<file path="config.mk">
export PLATFORM = sky130hd
export DESIGN_NAME = wb_avm_bridge
export DESIGN_NICKNAME = d
export VERILOG_FILES = /design/src/rtl/avm_bridge_pkg.sv /design/src/rtl/bus_timeout_cnt.sv /design/src/rtl/wb_avm_bridge.sv
export SDC_FILE = /design/constraint.sdc
export NUM_CORES = 1
export LEC_CHECK = 0
export ABC_AREA = 1
export CORE_AREA = 5 5 119 98
export DETAILED_ROUTE_END_ITERATION = 12
export DIE_AREA = 0 0 124 103
export HOLD_SLACK_MARGIN = 0.02
export PLACE_DENSITY_LB_ADDON = 0.2
export SYNTH_ARGS = -nofsm -noshare
export SYNTH_HDL_FRONTEND = slang
export SYNTH_SLANG_ARGS = --single-unit
</file>
<file path="constraint.sdc">
create_clock -name clk_clk -period 6.5 [get_ports clk_clk]
set_input_delay 0.975 -clock clk_clk [delete_from_list [all_inputs] [get_ports clk_clk]]
set_output_delay 0.975 -clock clk_clk [all_outputs]
set_load 0.03 [all_outputs]
</file>
<file path="src/rtl/avm_bridge_pkg.sv">
// Shared types and defaults for the Wishbone-to-Avalon-MM bridge.
// Imported by the bridge top and its timeout counter.
package avm_bridge_pkg;

  typedef enum logic {
    IDLE,
    BUSY
  } state_e;

  typedef enum logic [1:0] {
    RSP_NONE,
    RSP_ACK,
    RSP_ERR
  } rsp_e;

  localparam logic [31:0] DEF_BASE_ADDR      = 32'h9000_0000;
  localparam logic [31:0] DEF_ADDR_MASK      = 32'hFF00_0000;
  localparam int          DEF_TIMEOUT_CYCLES = 255;

  // Word-aligned byte offset of an address inside the decode window.
  function automatic logic [31:0] win_offset(input logic [31:0] adr,
                                             input logic [31:0] mask);
    logic [31:0] off;
    off = adr & ~mask;
    return {off[31:2], 2'b00};
  endfunction

endpackage

</file>
<file path="src/rtl/bus_timeout_cnt.sv">
// Counts BUSY cycles; expired_o is high during the last allowed BUSY cycle.
// TIMEOUT_CYCLES = 0 disables expiry entirely.
module bus_timeout_cnt
  import avm_bridge_pkg::*;
#(
  parameter int TIMEOUT_CYCLES = DEF_TIMEOUT_CYCLES
) (
  input  logic clk_i,
  input  logic rst_i,
  input  logic enable_i,
  input  logic clear_i,
  output logic expired_o
);

  localparam int W = (TIMEOUT_CYCLES == 0) ? 1 : $clog2(TIMEOUT_CYCLES + 1);
  // Count holds (busy cycle index - 1), so expiry sits on the count TIMEOUT_CYCLES-1.
  localparam logic [W-1:0] LAST = (TIMEOUT_CYCLES == 0) ? '0 : W'(TIMEOUT_CYCLES - 1);

  logic [W-1:0] cnt_q, cnt_d;
  logic         at_last;

  assign at_last   = (cnt_q == LAST);
  assign expired_o = (TIMEOUT_CYCLES != 0) && enable_i && at_last;

  always_comb begin
    cnt_d = cnt_q;
    if (clear_i) begin
      cnt_d = '0;
    end else if (enable_i && !at_last) begin
      cnt_d = cnt_q + W'(1);
    end
  end

  always_ff @(posedge clk_i or posedge rst_i) begin
    if (rst_i) begin
      cnt_q <= '0;
    end else begin
      cnt_q <= cnt_d;
    end
  end

endmodule

</file>
<file path="src/rtl/wb_avm_bridge.sv">
// Single-outstanding Wishbone-to-Avalon-MM bridge with window decode,
// bus timeout and CPU-abort handling. All outputs are registered.
module wb_avm_bridge
  import avm_bridge_pkg::*;
#(
  parameter logic [31:0] BASE_ADDR      = DEF_BASE_ADDR,
  parameter logic [31:0] ADDR_MASK      = DEF_ADDR_MASK,
  parameter int          TIMEOUT_CYCLES = DEF_TIMEOUT_CYCLES
) (
  input  logic        clk_clk,
  input  logic        reset_reset,
  input  logic        wb_cyc_i,
  input  logic        wb_stb_i,
  input  logic        wb_we_i,
  input  logic [31:0] wb_adr_i,
  input  logic [31:0] wb_dat_i,
  input  logic [3:0]  wb_sel_i,
  output logic [31:0] wb_dat_o,
  output logic        wb_ack_o,
  output logic        wb_err_o,
  output logic        avm_cs_o,
  output logic [31:0] avm_address_o,
  output logic        avm_read_o,
  output logic        avm_write_o,
  output logic [31:0] avm_writedata_o,
  output logic [3:0]  avm_byteenable_o,
  input  logic        avm_waitrequest_i,
  input  logic [31:0] avm_readdata_i
);

  // Handshakes: a Wishbone request is cyc&stb sampled in IDLE and answered by
  // exactly one ack or err pulse (none if cyc drops mid-transfer). An Avalon
  // transfer holds cs/read/write and payload until a cycle with waitrequest=0.
  state_e      state_q, state_d;
  rsp_e        rsp;
  logic        abort_q, abort_d;
  logic        abort_now;
  logic        hit;
  logic        expired;
  logic [31:0] dat_q, dat_d;
  logic        ack_q, ack_d;
  logic        err_q, err_d;
  logic        cs_q, cs_d;
  logic        rd_q, rd_d;
  logic        wr_q, wr_d;
  logic [31:0] addr_q, addr_d;
  logic [31:0] wdata_q, wdata_d;
  logic [3:0]  be_q, be_d;

  assign hit       = ((wb_adr_i & ADDR_MASK) == BASE_ADDR);
  assign abort_now = abort_q | ~wb_cyc_i;

  bus_timeout_cnt #(
    .TIMEOUT_CYCLES(TIMEOUT_CYCLES)
  ) u_timeout (
    .clk_i    (clk_clk),
    .rst_i    (reset_reset),
    .enable_i (state_q == BUSY),
    .clear_i  (state_q == IDLE),
    .expired_o(expired)
  );

  always_comb begin
    state_d = state_q;
    abort_d = abort_q;
    rsp     = RSP_NONE;
    dat_d   = dat_q;
    cs_d    = cs_q;
    rd_d    = rd_q;
    wr_d    = wr_q;
    addr_d  = addr_q;
    wdata_d = wdata_q;
    be_d    = be_q;
    unique case (state_q)
      IDLE: begin
        abort_d = 1'b0;
        if (wb_cyc_i && wb_stb_i) begin
          if (hit) begin
            addr_d  = win_offset(wb_adr_i, ADDR_MASK);
            wdata_d = wb_dat_i;
            be_d    = wb_sel_i;
            cs_d    = 1'b1;
            rd_d    = ~wb_we_i;
            wr_d    = wb_we_i;
            state_d = BUSY;
          end else begin
            rsp = RSP_ERR;
          end
        end
      end
      BUSY: begin
        abort_d = abort_now;
        // Completion wins over a timeout landing in the same cycle.
        if (!avm_waitrequest_i) begin
          cs_d = 1'b0;
          rd_d = 1'b0;
          wr_d = 1'b0;
          if (rd_q) begin
            dat_d = avm_readdata_i;
          end
          rsp     = abort_now ? RSP_NONE : RSP_ACK;
          abort_d = 1'b0;
          state_d = IDLE;
        end else if (expired) begin
          cs_d    = 1'b0;
          rd_d    = 1'b0;
          wr_d    = 1'b0;
          rsp     = abort_now ? RSP_NONE : RSP_ERR;
          abort_d = 1'b0;
          state_d = IDLE;
        end
      end
      default: state_d = IDLE;
    endcase
    ack_d = (rsp == RSP_ACK);
    err_d = (rsp == RSP_ERR);
  end

  always_ff @(posedge clk_clk or posedge reset_reset) begin
    if (reset_reset) begin
      state_q <= IDLE;
      abort_q <= 1'b0;
      dat_q   <= '0;
      ack_q   <= 1'b0;
      err_q   <= 1'b0;
      cs_q    <= 1'b0;
      rd_q    <= 1'b0;
      wr_q    <= 1'b0;
      addr_q  <= '0;
      wdata_q <= '0;
      be_q    <= '0;
    end else begin
      state_q <= state_d;
      abort_q <= abort_d;
      dat_q   <= dat_d;
      ack_q   <= ack_d;
      err_q   <= err_d;
      cs_q    <= cs_d;
      rd_q    <= rd_d;
      wr_q    <= wr_d;
      addr_q  <= addr_d;
      wdata_q <= wdata_d;
      be_q    <= be_d;
    end
  end

  assign wb_dat_o         = dat_q;
  assign wb_ack_o         = ack_q;
  assign wb_err_o         = err_q;
  assign avm_cs_o         = cs_q;
  assign avm_read_o       = rd_q;
  assign avm_write_o      = wr_q;
  assign avm_address_o    = addr_q;
  assign avm_writedata_o  = wdata_q;
  assign avm_byteenable_o = be_q;

endmodule

</file>
==> results.toml, run 1 <==
[detailed_routing]
ant_nets = 0
wl_per_cell_um = 15.2
first_iter_violations = 197
remaining_drc_errors = 0
via_count = 3592
dr.pass1.iters = 4
wl_um = 11700
vias_per_cell = 4.68

[cts]
ctsHoldBuffers = 0
cts_setup_buffers = 0
cts_buffers = 9
clk_latency_ns = 0.33
cts_resized = 0
path_clk_slew_ns = 0.07
cts_sinks = 105
htreeDepth = 3
clock_tree.root_cell = "clkbuf_16"
clockBufferDepth = 2
cts_tree = "yes"

[global_routing]
grt_pass1_wl_um = 18000
grt_util_all_layers_pct = 18.0
antenna_found_initial = 0
grt_pass1_vias = 3551
grt-ovfl-total = 0
grt_max_degree = 62

[synth]
synth_cell_types = 23
synth-edff-count = 0
synthArstFlopShare_pct = 100
netlist_instances = 431
synth_area_um2 = 4430
synth.most_common_cell = "nand2_1"
syn-mean-instance-area_um2 = 10.3
yosysWarnings = 0
seq_area_frac_synth_pct = 59.3
ys.flop_type = "dfrtp_1"
synth-seq-cells = 105
synthTopCellsByArea = "dfrtp_1 59%, nand2_1 12%, mux2_4 10%, nand3_1 7.4%, buf_4 2.0%"
synthTopCellsByCount = "146 x nand2_1, 105 x dfrtp_1, 66 x nand3_1, 30 x mux2_4, 17 x inv_1"
synth_top_area_share_pct = 59.3
synth_top_area_cell = "dfrtp_1"

[worst_setup_path]
cp.required_ns = 6.72
crit_path_max_fanout = 61
max_stage_delay_ns = 0.94
cpMostUsedCell = "nand2_1"
crit_path_end_kind = "register"
cp.arrival_ns = 3.75
cp_slowest_cell = "nand2_2"
cp-start-kind = "input port"
path_cells = "clkdlybuf4s50_1, inv_1, nand2_1, nor2_1, nand2_1, inv_2, nand2_2, nand2_1, nand2_1"
path_class = "input port to register"

[cells_and_area]
finalNonFillerCells = 767
fin_area_um2 = 6720
post-route-util_pct = 64.0
final_net_count = 727
drive_above_1_share_pct = 9.31
area_delta_synth_final_pct = 51.6
diodes = 0

[pwr]
irDropWorstVdd_uv = 112
leakage_uw = 0.00337
p_seq_share_pct = 51.0
internal_power_uw = 1010
combPwrFrac_pct = 11.3
switching_share_pct = 23.2
p_clk_share_pct = 37.8
power.density_nw_per_um2 = 196
p_switching_uw = 305

[placed_design]
place_area_um2 = 6450
placedCellCount = 752
hpwlAfterDp_um = 8220
io_buffers = 198
gpl.final_weighted_congestion = 0.799

[status]
status = "completed"

[timing]
rsz0062_at_grt = "no"
setup_viol = 0
hold_viol_final = 0
tns_ns = 0
whs_ns = 0.470
fin_skew_ns = 0.00482
relSlewSlack_pct = 25.2
fin_crit_sh_pct = 54.3
tightest_slew_ns = 1.12
report.final.slew_viol_count = 0
min_period_ns = 3.53
fmax_mhz = 283

[floorplanning]
io-pin-count = 211
floorplan.initialDensity_pct = 42.2
die-area_um2 = 12800
die_w_um = 124
std_cell_rows = 34
core_area_um2 = 10500
dieHeight_um = 103

[min_path]
hold_class = "register to register"

[flow_run]
cap_violations = 0
## critical path, delay by kind of cell
family | cells | cell delay (ns)
buffers and inverters | 3 | 1.21
AND/OR/NAND/NOR | 6 | 1.52
## per-stage QoR
step	setup slack (ns)	total power (µW)
after global placement	2.62	830
after detailed placement	2.54	832
after global routing	2.57	1370
after CTS	2.90	1340
after floorplan	2.76	742
final	2.97	1310
## cell type report
class,count,area [µm²]
inverter,19,73.8
tap,144,180
timing repair buffer,200,2000
clock buffer,11,243
clock inverter,4,30.0
multi-input combinational,284,1570
sequential,105,2630
fill,910,3780
## state kept, by name, indices dropped and copies added (netlist names)
signal,flops
state_q,1
u_timeout.cnt_q,8
avm_writedata_o,32
wb_ack_o,1
avm_byteenable_o,4
wb_dat_o,32
avm_write_o,1
abort_q,1
avm_cs_o,1
avm_read_o,1
wb_err_o,1
avm_address_o,22
## final timing paths
kind	startpoint	end	slack, ns	depth (start not counted)
setup / recovery	wb_adr_i[25]	avm_byteenable_o[2]	2.97	9
max in group asynchronous	reset_reset	avm_address_o[13]	4.26	3
hold / removal	avm_writedata_o[13]	avm_writedata_o[13]	0.47	2
setup reg to reg	state_q	avm_byteenable_o[2]	4.00	5
hold reg to reg	avm_writedata_o[13]	avm_writedata_o[13]	0.47	2
min in group asynchronous	reset_reset	wb_dat_o[18]	1.09	2
## power groups by stage
stage               Sequential [µW]  Combinational, µW  Clock [µW]
floorplan                       704               38.7           0
global placement                682                148           0
detailed placement              682                150           0
CTS                             670                151         518
global route                    671                160         536
finish                          670                148         496
## layout by cell type, fill, tap and decap left out, drive strengths merged
master	instances
clkdlybuf4s50	198
nand2	148
dfrtp	105
nand3	66
mux2	32
inv	19
nor2	12
clkbuf	11
conb	10
o21ai	4
clkinvlp	4
a31oi	3
nand4	3
ha	2
buf	2
o22ai	1
a31o	1
o31ai	1
nor3	1
## logic make-up after synthesis
logic type / synth area share (%)
AO/OA/AOI/OAI: 1.38
adder cells (fa/ha/maj): 0.564
buffers and inverters: 6.24
flip-flops: 59.3
multiplexers: 10.7
other: 0.0846
AND/OR/NAND/NOR: 21.8
## per-layer routing
layer,share of wire [%],GRT usage [%],vias up,wire length [µm]
li1,-,-,1746,-
met1,41,22.3,1686,4780
met2,45,28.1,151,5190
met3,13,9.00,9,1560
met4,0.98,5.13,0,114
met5,0,0,-,0
Note: power is estimated with default switching activity, not from simulation.
==> run 2, diff against run 1 <==
CORE_AREA = 5 5 129 106   (was 5 5 119 98)
DIE_AREA = 0 0 134 111   (was 0 0 124 103)
clock period = 3.2 ns   (was 6.5 ns; I/O delays follow)
==> run 2 against run 1 <==
Against the previous run: wire length is 3.3% higher; critical path type is now register to primary output; sequential share of layout area is 0.55 points lower; register-to-register slack worse by 2.5 ns; final cell count is 1.6% higher; first-iteration DRC count is 11% lower; worst setup slack worse by 1.7 ns; die area is 16% higher; power is 110% higher; cell area is 1.4% higher; sequential cell count stayed put; clock skew hardly changed.
==> results.toml, run 2 (synthesis results as in run 1) <==
[worst_setup_path]
cp_slowest_cell = "clkdlybuf4s50_1"
crit_end = "avm_read_o"
cpLargestDelayFamily = "buffers and inverters"
rrSetupSlack_ns = 1.54
crit_path_max_fanout = 3
cp.arrival_ns = 1.42
cp.required_ns = 2.72
max_stage_delay_ns = 0.70
path_cells = "clkdlybuf4s50_1"
r2r_end = "avm_writedata_o[16]"
crit_cells = 1
cp-start-kind = "register"
crit_path_end_kind = "primary output"
cp-startpoint = "avm_read_o"
critPathBufInv = 1
ff2ff_path_depth = 5
r2r_start = "state_q"
path_class = "register to primary output"

[pwr]
p_clk_share_pct = 39.7
combPwrFrac_pct = 11.0
leakage_uw = 0.00341
p_switching_uw = 644
irDropWorstVdd_uv = 232
p_seq_share_pct = 49.2
power.density_nw_per_um2 = 405
internal_power_uw = 2120
switching_share_pct = 23.3

[global_routing]
grt-ovfl-total = 0
antenna_found_initial = 0
grt_max_degree = 106
grt_pass1_vias = 3839
grt_pass1_wl_um = 19800
grt_util_all_layers_pct = 16.4

[cts]
cts_sinks = 105
clockBufferDepth = 2
htreeDepth = 3
ctsHoldBuffers = 0
clk_latency_ns = 0.34
cts_setup_buffers = 0
clock_tree.root_cell = "clkbuf_16"
cts_resized = 0
cts_tree = "yes"
cts_buffers = 9
path_clk_slew_ns = 0.07

[timing]
tns_ns = 0
fin_skew_ns = 0.00468
report.final.slew_viol_count = 0
setup_viol = 0
min_period_ns = 1.90
fin_crit_sh_pct = 59.3
hold_viol_final = 0
tightest_slew_ns = 0.646
rsz0062_at_grt = "no"
fmax_mhz = 527
relSlewSlack_pct = 56.9

[placed_design]
placedCellCount = 763
io_buffers = 198
gpl.final_weighted_congestion = 0.821
place_area_um2 = 6520
hpwlAfterDp_um = 8650

[cells_and_area]
finalNonFillerCells = 779
diodes = 0
area_delta_synth_final_pct = 53.8
drive_above_1_share_pct = 9.89
mostFrequentLayoutCells = "198 x clkdlybuf4s50_1, 145 x nand2_1, 105 x dfrtp_1"
nFillCells = 1051
fin_area_um2 = 6820
final_net_count = 730
final_common_cell = "clkdlybuf4s50_1"
post-route-util_pct = 56.3

[floorplanning]
die_w_um = 134
io-pin-count = 211
floorplan.initialDensity_pct = 36.6
die-area_um2 = 14900
std_cell_rows = 36
dieHeight_um = 111
core_area_um2 = 12100

[detailed_routing]
dr.pass1.iters = 4
ant_nets = 0
wl_um = 12000
first_iter_violations = 175
wl_per_cell_um = 15.5
vias_per_cell = 4.61
remaining_drc_errors = 0
via_count = 3592

[flow_run]
cap_violations = 0

[status]
status = "completed"

[min_path]
hold_class = "register to register"
==> run 2: cell count changes in the layout (fill, tap and decap cells not counted) <==
cell	delta
clkbuf_8	-1
clkinv_2	+1
bufinv_16	+1
inv_6	+1
clkinvlp_4	-1
inv_4	-1
clkinv_4	+1
buf_12	+3
==> run 2: worst min path at each step <==
stage               slack (ns)             endpoint                start  cells past startpoint
floorplan                 0.46   u_timeout.cnt_q[5]   u_timeout.cnt_q[5]                      1
global route              0.48  avm_writedata_o[29]  avm_writedata_o[29]                      2
detailed placement        0.46     avm_address_o[5]     avm_address_o[5]                      2
finish                    0.47  avm_writedata_o[31]  avm_writedata_o[31]                      2
global placement          0.45  avm_writedata_o[19]  avm_writedata_o[19]                      2
CTS                       0.48  avm_byteenable_o[2]  avm_byteenable_o[2]                      2
==> run 2: metal layers <==
metal / wire length (µm) / part of all wire, % / GRT usage (%)
met4: 216 / 1.8 / 5.21
met5: 0 / 0 / 0
met2: 5670 / 47 / 26.8
met3: 992 / 8.2 / 5.44
met1: 5160 / 43 / 20.7
==> run 2: metrics by stage <==
step | hold WS [ns] | total power, µW | setup slack, ns
after global routing | 0.482 | 2870 | 1.19
after detailed placement | 0.458 | 1690 | 0.976
after global placement | 0.453 | 1690 | 1.02
final | 0.468 | 2760 | 1.30
after floorplan | 0.465 | 1510 | 1.46
after CTS | 0.475 | 2810 | 1.28
==> run 2: power by group through the flow <==
| stage | clock network (µW) | logic, µW | registers (µW) |
|---|---|---|---|
| finish | 1100 | 305 | 1360 |
| floorplan | 0 | 78.9 | 1430 |
| global placement | 0 | 305 | 1380 |
| CTS | 1140 | 309 | 1360 |
| global route | 1180 | 329 | 1360 |
| detailed placement | 0 | 308 | 1390 |
==> run 2: layout make-up <==
class,instances,area (µm²),share of cell area (%)
clock buffers,10,229,3.36
well taps,152,190,2.79
repair buffers,203,2060,30.2
flip-flops and latches,105,2630,38.5
multi-input cells,284,1570,23.1
clock inverters,6,67.6,0.991
inverters,19,75.1,1.10
==> run 3, diff against run 2 <==
clock period = 1.6 ns   (was 3.2 ns; I/O delays follow)
==> run 3 against run 2 <==
Against the previous run: sequential cell count stayed put; sequential power is 100% higher; utilization up 0.37 points; highest routed layer unchanged.
==> results.toml, run 3 (synthesis results as in run 1) <==
[cells_and_area]
fin_area_um2 = 6860
post-route-util_pct = 56.6
mostFrequentLayoutCells = "144 x nand2_1, 105 x dfrtp_1, 103 x clkdlybuf4s50_1"
regArea_um2 = 2630
drive_above_1_share_pct = 12.3
area_delta_synth_final_pct = 54.8
final_common_cell = "nand2_1"
diodes = 0
final_net_count = 744
nFillCells = 1123
multiInputGateArea_um2 = 1580

[timing]
min_period_ns = 1.46
report.final.slew_viol_count = 0
setup_ws_ns = 0.143
tns_ns = 0
setup_viol = 0
fin_crit_sh_pct = 91.1
fmax_mhz = 686
hold_viol_final = 0
rsz0062_at_grt = "no"
fin_skew_ns = 0.00433

[placed_design]
place_area_um2 = 6670
pre_cts_slack_ns = -0.0264
io_buffers = 198
gpl.final_weighted_congestion = 0.778
hpwlAfterDp_um = 9180

[global_routing]
grt-ovfl-total = 0
grt_max_degree = 39
antenna_found_initial = 0
grt_pass1_wl_um = 20000
grt_pass1_vias = 3777
grt_util_all_layers_pct = 16.7

[pwr]
leakage_uw = 0.00394
power.total_uw = 5440
irDropWorstVdd_uv = 467
power.density_nw_per_um2 = 793

[cts]
ctsHoldBuffers = 0
htreeDepth = 3
path_clk_slew_ns = 0.07
clockBufferDepth = 2
cts_sinks = 105
cts_buffers = 9
clock_tree.root_cell = "clkbuf_16"
cts_tree = "yes"
clk_latency_ns = 0.34

[floorplanning]
die_w_um = 134
std_cell_rows = 36
floorplan.initialDensity_pct = 36.6
io-pin-count = 211
core_area_um2 = 12100
die-area_um2 = 14900
dieHeight_um = 111

[status]
status = "completed"

[detailed_routing]
remaining_drc_errors = 0
dr.pass1.iters = 4
vias_per_cell = 4.65
first_iter_violations = 210
ant_nets = 0
via_count = 3684
wl_per_cell_um = 15.5
wl_um = 12300

[worst_setup_path]
crit_path_end_kind = "register"
path_class = "register to register"
cp-start-kind = "register"
cp.arrival_ns = 1.69
crit_path_max_fanout = 6
cp.required_ns = 1.83

[min_path]
hold_class = "input port to async pin"

[flow_run]
cap_violations = 0
==> run 3: cell types whose count changed in the layout (fill, tap and decap cells not counted), moves of 2 or more <==
cell             previous run  this run
buf_4                       2        11
buf_12                      3         8
dlygate4sd2_1               0        95
inv_6                       1         3
clkdlybuf4s50_1           198       103
==> run 3: layer usage <==
| metal | GRT usage (%) | part of all wire, % |
|---|---|---|
| met3 | 5.49 | 7.9 |
| met4 | 5.28 | 1.4 |
| met2 | 26.6 | 48 |
| met5 | 0 | 0 |
| met1 | 21.5 | 43 |
==> run 3: power by group <==
| part | switching, µW | internal [µW] | total, µW | leakage, µW |
|---|---|---|---|---|
| Sequential | 21.0 | 2700 | 2720 | 0.00146 |
| Clock | 1010 | 1120 | 2120 | 0.000132 |
| Combinational | 295 | 307 | 602 | 0.00235 |
==> run 3: worst max-delay path, stage by stage, from the launching register on <==
cell,delay (ns)
dfrtp_1,0.40
inv_1,0.11
ha_1,0.17
nand2_1,0.06
nor2_2,0.12
nand2_2,0.12
nand2_2,0.10
nand3_1,0.13
nand2_1,0.08
nand2_1,0.05
==> run 3: what timing repair did <==
| action | CTS | global route |
|---|---|---|
| endpoints found under the setup margin | 95 | 3 |
| pin swaps | 0 | 1 |
| buffers inserted | 0 | 2 |
| resized for setup | 95 | 2 |
==> run 3: per-stage QoR <==
| stage | hold WS [ns] | std cells |
|---|---|---|
| final | 0.196 | 793 |
| after floorplan | 0.311 | 440 |
| after CTS | 0.185 | 791 |
| after global routing | 0.192 | 793 |
| after global placement | 0.452 | 775 |
| after detailed placement | 0.460 | 775 |
==> run 3: path summary, 6_finish.rpt <==
kind / startpoint / depth (start not counted) / endpoint / slack, ns
min reg2reg: avm_address_o[22] / 2 / avm_address_o[22] / 0.47
max: u_timeout.cnt_q[0] / 9 / avm_cs_o / 0.14
max reg2reg: u_timeout.cnt_q[0] / 9 / avm_cs_o / 0.14
min in group clk_clk: wb_adr_i[17] / 3 / avm_address_o[17] / 0.45
min: reset_reset / 2 / wb_dat_o[30] / 0.20
max in group asynchronous: reset_reset / 3 / wb_dat_o[7] / 0.82
==> run 3: layout make-up <==
cell class | count | share of cell area, %
Sequential cell | 105 | 38.3
Timing Repair Buffer | 217 | 30.7
Multi-Input combinational cell | 284 | 23.0
Clock buffer | 10 | 3.48
Tap cell | 152 | 2.77
Inverter | 19 | 1.09
Clock inverter | 6 | 0.711
==> RTL change 1: new RTL, config.mk and constraints of run 2 <==
Set the package constant `DEF_TIMEOUT_CYCLES` to 510 (it was 255).
--- a/src/rtl/avm_bridge_pkg.sv
+++ b/src/rtl/avm_bridge_pkg.sv
@@ -16,5 +16,5 @@
   localparam logic [31:0] DEF_BASE_ADDR      = 32'h9000_0000;
   localparam logic [31:0] DEF_ADDR_MASK      = 32'hFF00_0000;
-  localparam int          DEF_TIMEOUT_CYCLES = 255;
+  localparam int          DEF_TIMEOUT_CYCLES = 510;
 
   // Word-aligned byte offset of an address inside the decode window.
Function: same outputs for any inputs over 4 cycles, from zero or initial values and one cycle with reset_reset high; that may be too few to reach the edited logic, so the function may still have changed.
==> RTL change 1 against run 2 <==
Worst setup slack got worse by 0.014 ns. Non-clock buffer count did not move. Area after synthesis is 0.45% lower. Global-route usage shrank 0.73 points. Routed wire length down 4.5%. Total power fell by 0.72%. Clock skew rose by 0.0025 ns. Sequential cell count is 1 higher. Cell area shrank 0.40%. Synthesized cell count is 1.2% higher. Critical endpoint is now wb_dat_o[3]. Largest power group unchanged.
==> RTL change 1: results (changes against run 2) <==
Synth Area in XOR/XNOR: 0 (unchanged)
Via/cell ratio: 4.44 (-3.7%)
Top post-synthesis cells by area: dfrtp_1 60%, nand2_1 18%, mux2_4 10%
Initial antenna violation count: 0 (unchanged)
First-pass GRT wire length: 19.0 mm (-3.7%)
Diode count: 0 (unchanged)
CP peak stage delay: 0.53 ns (-0.17 ns)
Lkg Pwr: 3.42 nW (about the same)
Pin count of the biggest net entering global routing: 82 (-23%)
Top Family by Delay on Critical Path: buffers and inverters
Crit path launch: avm_waitrequest_i
WL final: 11.5 mm (-4.5%)
Clock buffer depth: 2 (unchanged)
Slowest CP cell: clkdlybuf4s50_1
Run status: completed
Clock-pin slew on the worst setup and hold paths: 0.07 ns (about the same)
Hold path endpoint: wb_ack_o
Post_cts resized: 0 (unchanged)
CP Capture Point: wb_dat_o[3]
R2R cell count: 5 (unchanged)
Sequential area share after synthesis: 0.601 (+0.00836)
Max VDD drop: 0.260 mV (+12%)
Reg2reg setup slack: 1.30 ns (-0.24 ns)
Pre-antenna DRT Iters: 4 (unchanged)
Worst hold path class: reg -> reg
Port bufs: 198 (unchanged)
Setup Buffers After CTS: 0 (unchanged)
GR Util All Layers: 0.157 (-0.00732)
Layout cells sized above 1: 0.0989 (about the same)
Min-Delay Path Depth: 1 (-1)
Compound-Gate Fraction of Synth Area: 0.0145 (+0.000630)
Reg-to-Reg Start: state_q
Clock Skews: 0.00721 ns (+0.00254 ns)
Fillers: 1060 (+0.86%)
Worst path arrival time: 2.13 ns (+0.71 ns)
DR DRC count: 0 (unchanged)
Global placer's final weighted congestion: 0.767 (-6.5%)
Mux share of post-synthesis cell area: 0.107 (+0.000484)
Detail Placement HPWL: 8.35 mm (-3.5%)
Adder-cell share of the synthesized area: 0.00567 (+0.0000256)
Synth Flop Type: dfrtp_1
Synth unique cells: 26 (+13%)
Slew HR: 0.580 (+0.0114)
DR iter-0 viols: 134 (-23%)
Root buffer selected by CTS: clkbuf_16
H-tree Lvls: 3 (unchanged)
Crit Path Max Fanout: 17 (+14)
Async SR Flop Fraction: 1.00 (unchanged)
Post-synth top cells: 207 x nand2_1, 106 x dfrtp_1, 30 x mux2_4
Vias in the first global route: 3708 (-3.4%)
Hold path start: abort_q
Num CTS Buffers: 9 (unchanged)
Nets: 741 (+1.5%)
[RTL change 1: cell types whose count changed after synthesis, sizes merged, moves of 3 or more]
cell,change
nand2,+62
nand3,-60
buf,-9
a21oi,+3
clkbuf,+3
[RTL change 1: layer usage]
layer	global-route usage	wire length [um]	up-vias
met2	0.240	4990	146
met1	0.201	5080	1622
met4	0.0343	114	0
met3	0.0789	1320	7
met5	0	0	-
li1	-	-	1729
[RTL change 1: stage by stage]
stage | area [um^2] | setup WS, ns | instances | util | hold slack, ns
3_5_place_dp | 6500 | 0.947 | 774 | 0.537 | 0.428
6_report | 6790 | 1.29 | 789 | 0.560 | 0.430
4_1_cts | 6790 | 1.27 | 789 | 0.560 | 0.433
2_1_floorplan | 4450 | 1.45 | 445 | - | 0.409
5_1_grt | 6790 | 1.20 | 789 | 0.560 | 0.458
3_3_place_gp | 6500 | 0.971 | 774 | 0.537 | 0.419
[RTL change 1: cells by family (layout without fill, tap and decap cells)]
family                     count (synthesis)  after routing
buffers and inverters                     44            236
muxes                                     32             32
AOI/OAI and AO/OA                         12             12
DFF                                      106            106
adders and majority gates                  2              2
other                                      1             10
and+or+nand+nor                          239            239
[RTL change 1: power by group]
| part | total (mW) | internal (mW) | leakage (nW) | switching, mW |
|---|---|---|---|---|
| Sequential | 1.37 | 1.36 | 1.47 | 0.0122 |
| Clock | 1.08 | 0.602 | 0.138 | 0.475 |
| Combinational | 0.292 | 0.160 | 1.80 | 0.132 |
[RTL change 1: area by class of cell]
type,count,share of cell area
clock buffer,10,0.0337
clock inverter,5,0.00829
inverter,18,0.0105
multi-input combinational,295,0.228
sequential,106,0.391
tap,152,0.0280
timing repair buffer,203,0.301
==> RTL change 2: new RTL, flow settings as in run 2 <==
Without the edit above. Take the reset off `dat_q` and load it in a clocked block of its own.
--- a/src/rtl/wb_avm_bridge.sv
+++ b/src/rtl/wb_avm_bridge.sv
@@ -121,5 +121,4 @@
       state_q <= IDLE;
       abort_q <= 1'b0;
-      dat_q   <= '0;
       ack_q   <= 1'b0;
       err_q   <= 1'b0;
@@ -133,5 +132,4 @@
       state_q <= state_d;
       abort_q <= abort_d;
-      dat_q   <= dat_d;
       ack_q   <= ack_d;
       err_q   <= err_d;
@@ -143,4 +141,8 @@
       be_q    <= be_d;
     end
+  end
+
+  always_ff @(posedge clk_clk) begin
+    dat_q <= dat_d;
   end
 
Function: differs if reset_reset is asserted again (counterexample within 4 cycles, from zero or initial values and one cycle with reset_reset high); with reset_reset held inactive, the same outputs for 4 cycles.
==> RTL change 2 against run 2 <==
Critical endpoint is now avm_writedata_o[10]. Critical path type is now in -> reg. Sequential share of layout area grew 4.4 points. Sequential cell count is the same. Largest cell class unchanged. Synthesized cell count shrank 10%. Count of clock-buffer cells in the layout grew 4. Total power shrank 0.18%. Routed wire length shrank 13%. Area after synthesis shrank 7.9%. Cell area shrank 4.9%. Worst setup slack lost 0.015 ns.
==> RTL change 2: results (changes against run 2) <==
Pin count of the biggest net entering global routing: 94 (-11%)
DR iter-0 viols: 137 (-22%)
Layout cells sized above 1: 0.0474 (-0.0515)
Cell count after placement: 727 (-4.7%)
Max VDD drop: 0.273 mV (+18%)
Met1 Track Usage GR: 0.158 (-0.0493)
M2 GR Usage: 0.241 (-0.0263)
Clock Skews: 0.00470 ns (+0.0000218 ns)
Vias: 3135 (-13%)
Global placer's final weighted congestion: 0.742 (-9.5%)
Post-synth top cells: 86 x nand2_1, 73 x dfrtp_1, 73 x inv_1
Lkg Pwr: 2.92 nW (-14%)
Vias in the first global route: 3275 (-15%)
Drt wl/cell: 14.0 um (-9.2%)
Synth unique cells: 26 (+13%)
Nets: 694 (-4.9%)
Reg-to-Reg End: avm_writedata_o[10]
Reg2reg setup slack: 1.44 ns (-0.10 ns)
Worst path arrival time: 2.12 ns (+0.70 ns)
Crit path launch: wb_adr_i[28]
Top post-synthesis cells by area: dfrtp_1 45%, edfxtp_1 24%, nand2_1 7.9%
Detail Placement HPWL: 7.82 mm (-9.6%)
Post-DP Area: 0.00620 mm^2 (-5.0%)
Fillers: 1047 (-0.38%)
Crit Path Max Fanout: 93 (+90)
Gate Count Post-Synth: 388 (-10%)
Post-synth EDFFs: 32 (+32)
Met3 GRT Util: 0.0703 (+0.0159)
Run status: completed
Async SR Flop Fraction: 0.695 (-0.305)
Sequential area share after synthesis: 0.682 (+0.0898)
==> RTL change 2: per-layer routing <==
layer / vias up / routed length (um)
met5: - / 0
met4: 0 / 176
met3: 14 / 1100
met2: 105 / 5070
met1: 1430 / 4080
li1: 1586 / -
==> RTL change 2: critical path, stage by stage <==
cell	delay [ns]
clkdlybuf4s50_1	0.45
nand2_1	0.06
nor2_2	0.21
nand4_4	0.35
buf_12	0.33
nand2_1	0.11
o21ai_0	0.07
==> RTL change 2: worst max-delay path by stage <==
| stage | slack [ns] | depth (start not counted) | to |
|---|---|---|---|
| floorplan | 0.87 | 1 | abort_q |
| global placement | 0.93 | 7 | avm_writedata_o[25] |
| detailed placement | 0.89 | 7 | avm_writedata_o[22] |
| CTS | 1.25 | 7 | avm_writedata_o[22] |
| global route | 1.10 | 7 | avm_writedata_o[14] |
| finish | 1.29 | 7 | avm_writedata_o[10] |
==> RTL change 2: where the power goes <==
group / total [mW] / switching (mW) / internal (mW)
Combinational: 0.291 / 0.129 / 0.162
Clock: 1.05 / 0.454 / 0.596
Sequential: 1.42 / 0.0111 / 1.40
==> RTL change 2: area by class of cell <==
class,instances,area (um^2),share of cell area
clock buffer,14,275,0.0424
clock inverter,2,12.5,0.00193
inverter,77,289,0.0446
multi-input combinational,192,902,0.139
sequential,105,2790,0.430
tap,152,190,0.0293
timing repair buffer,201,2030,0.313
==> RTL change 2: cell families (layout without fill, tap and decap cells) <==
group,count (synthesis),count (layout),synth area share
AND/OR/NAND/NOR,112,112,0.117
flip-flops,105,105,0.682
AO/OA/AOI/OAI,68,68,0.0861
other,1,10,0.000918
adder cells (fa/ha/maj),2,2,0.00612
buffers and inverters,100,294,0.108
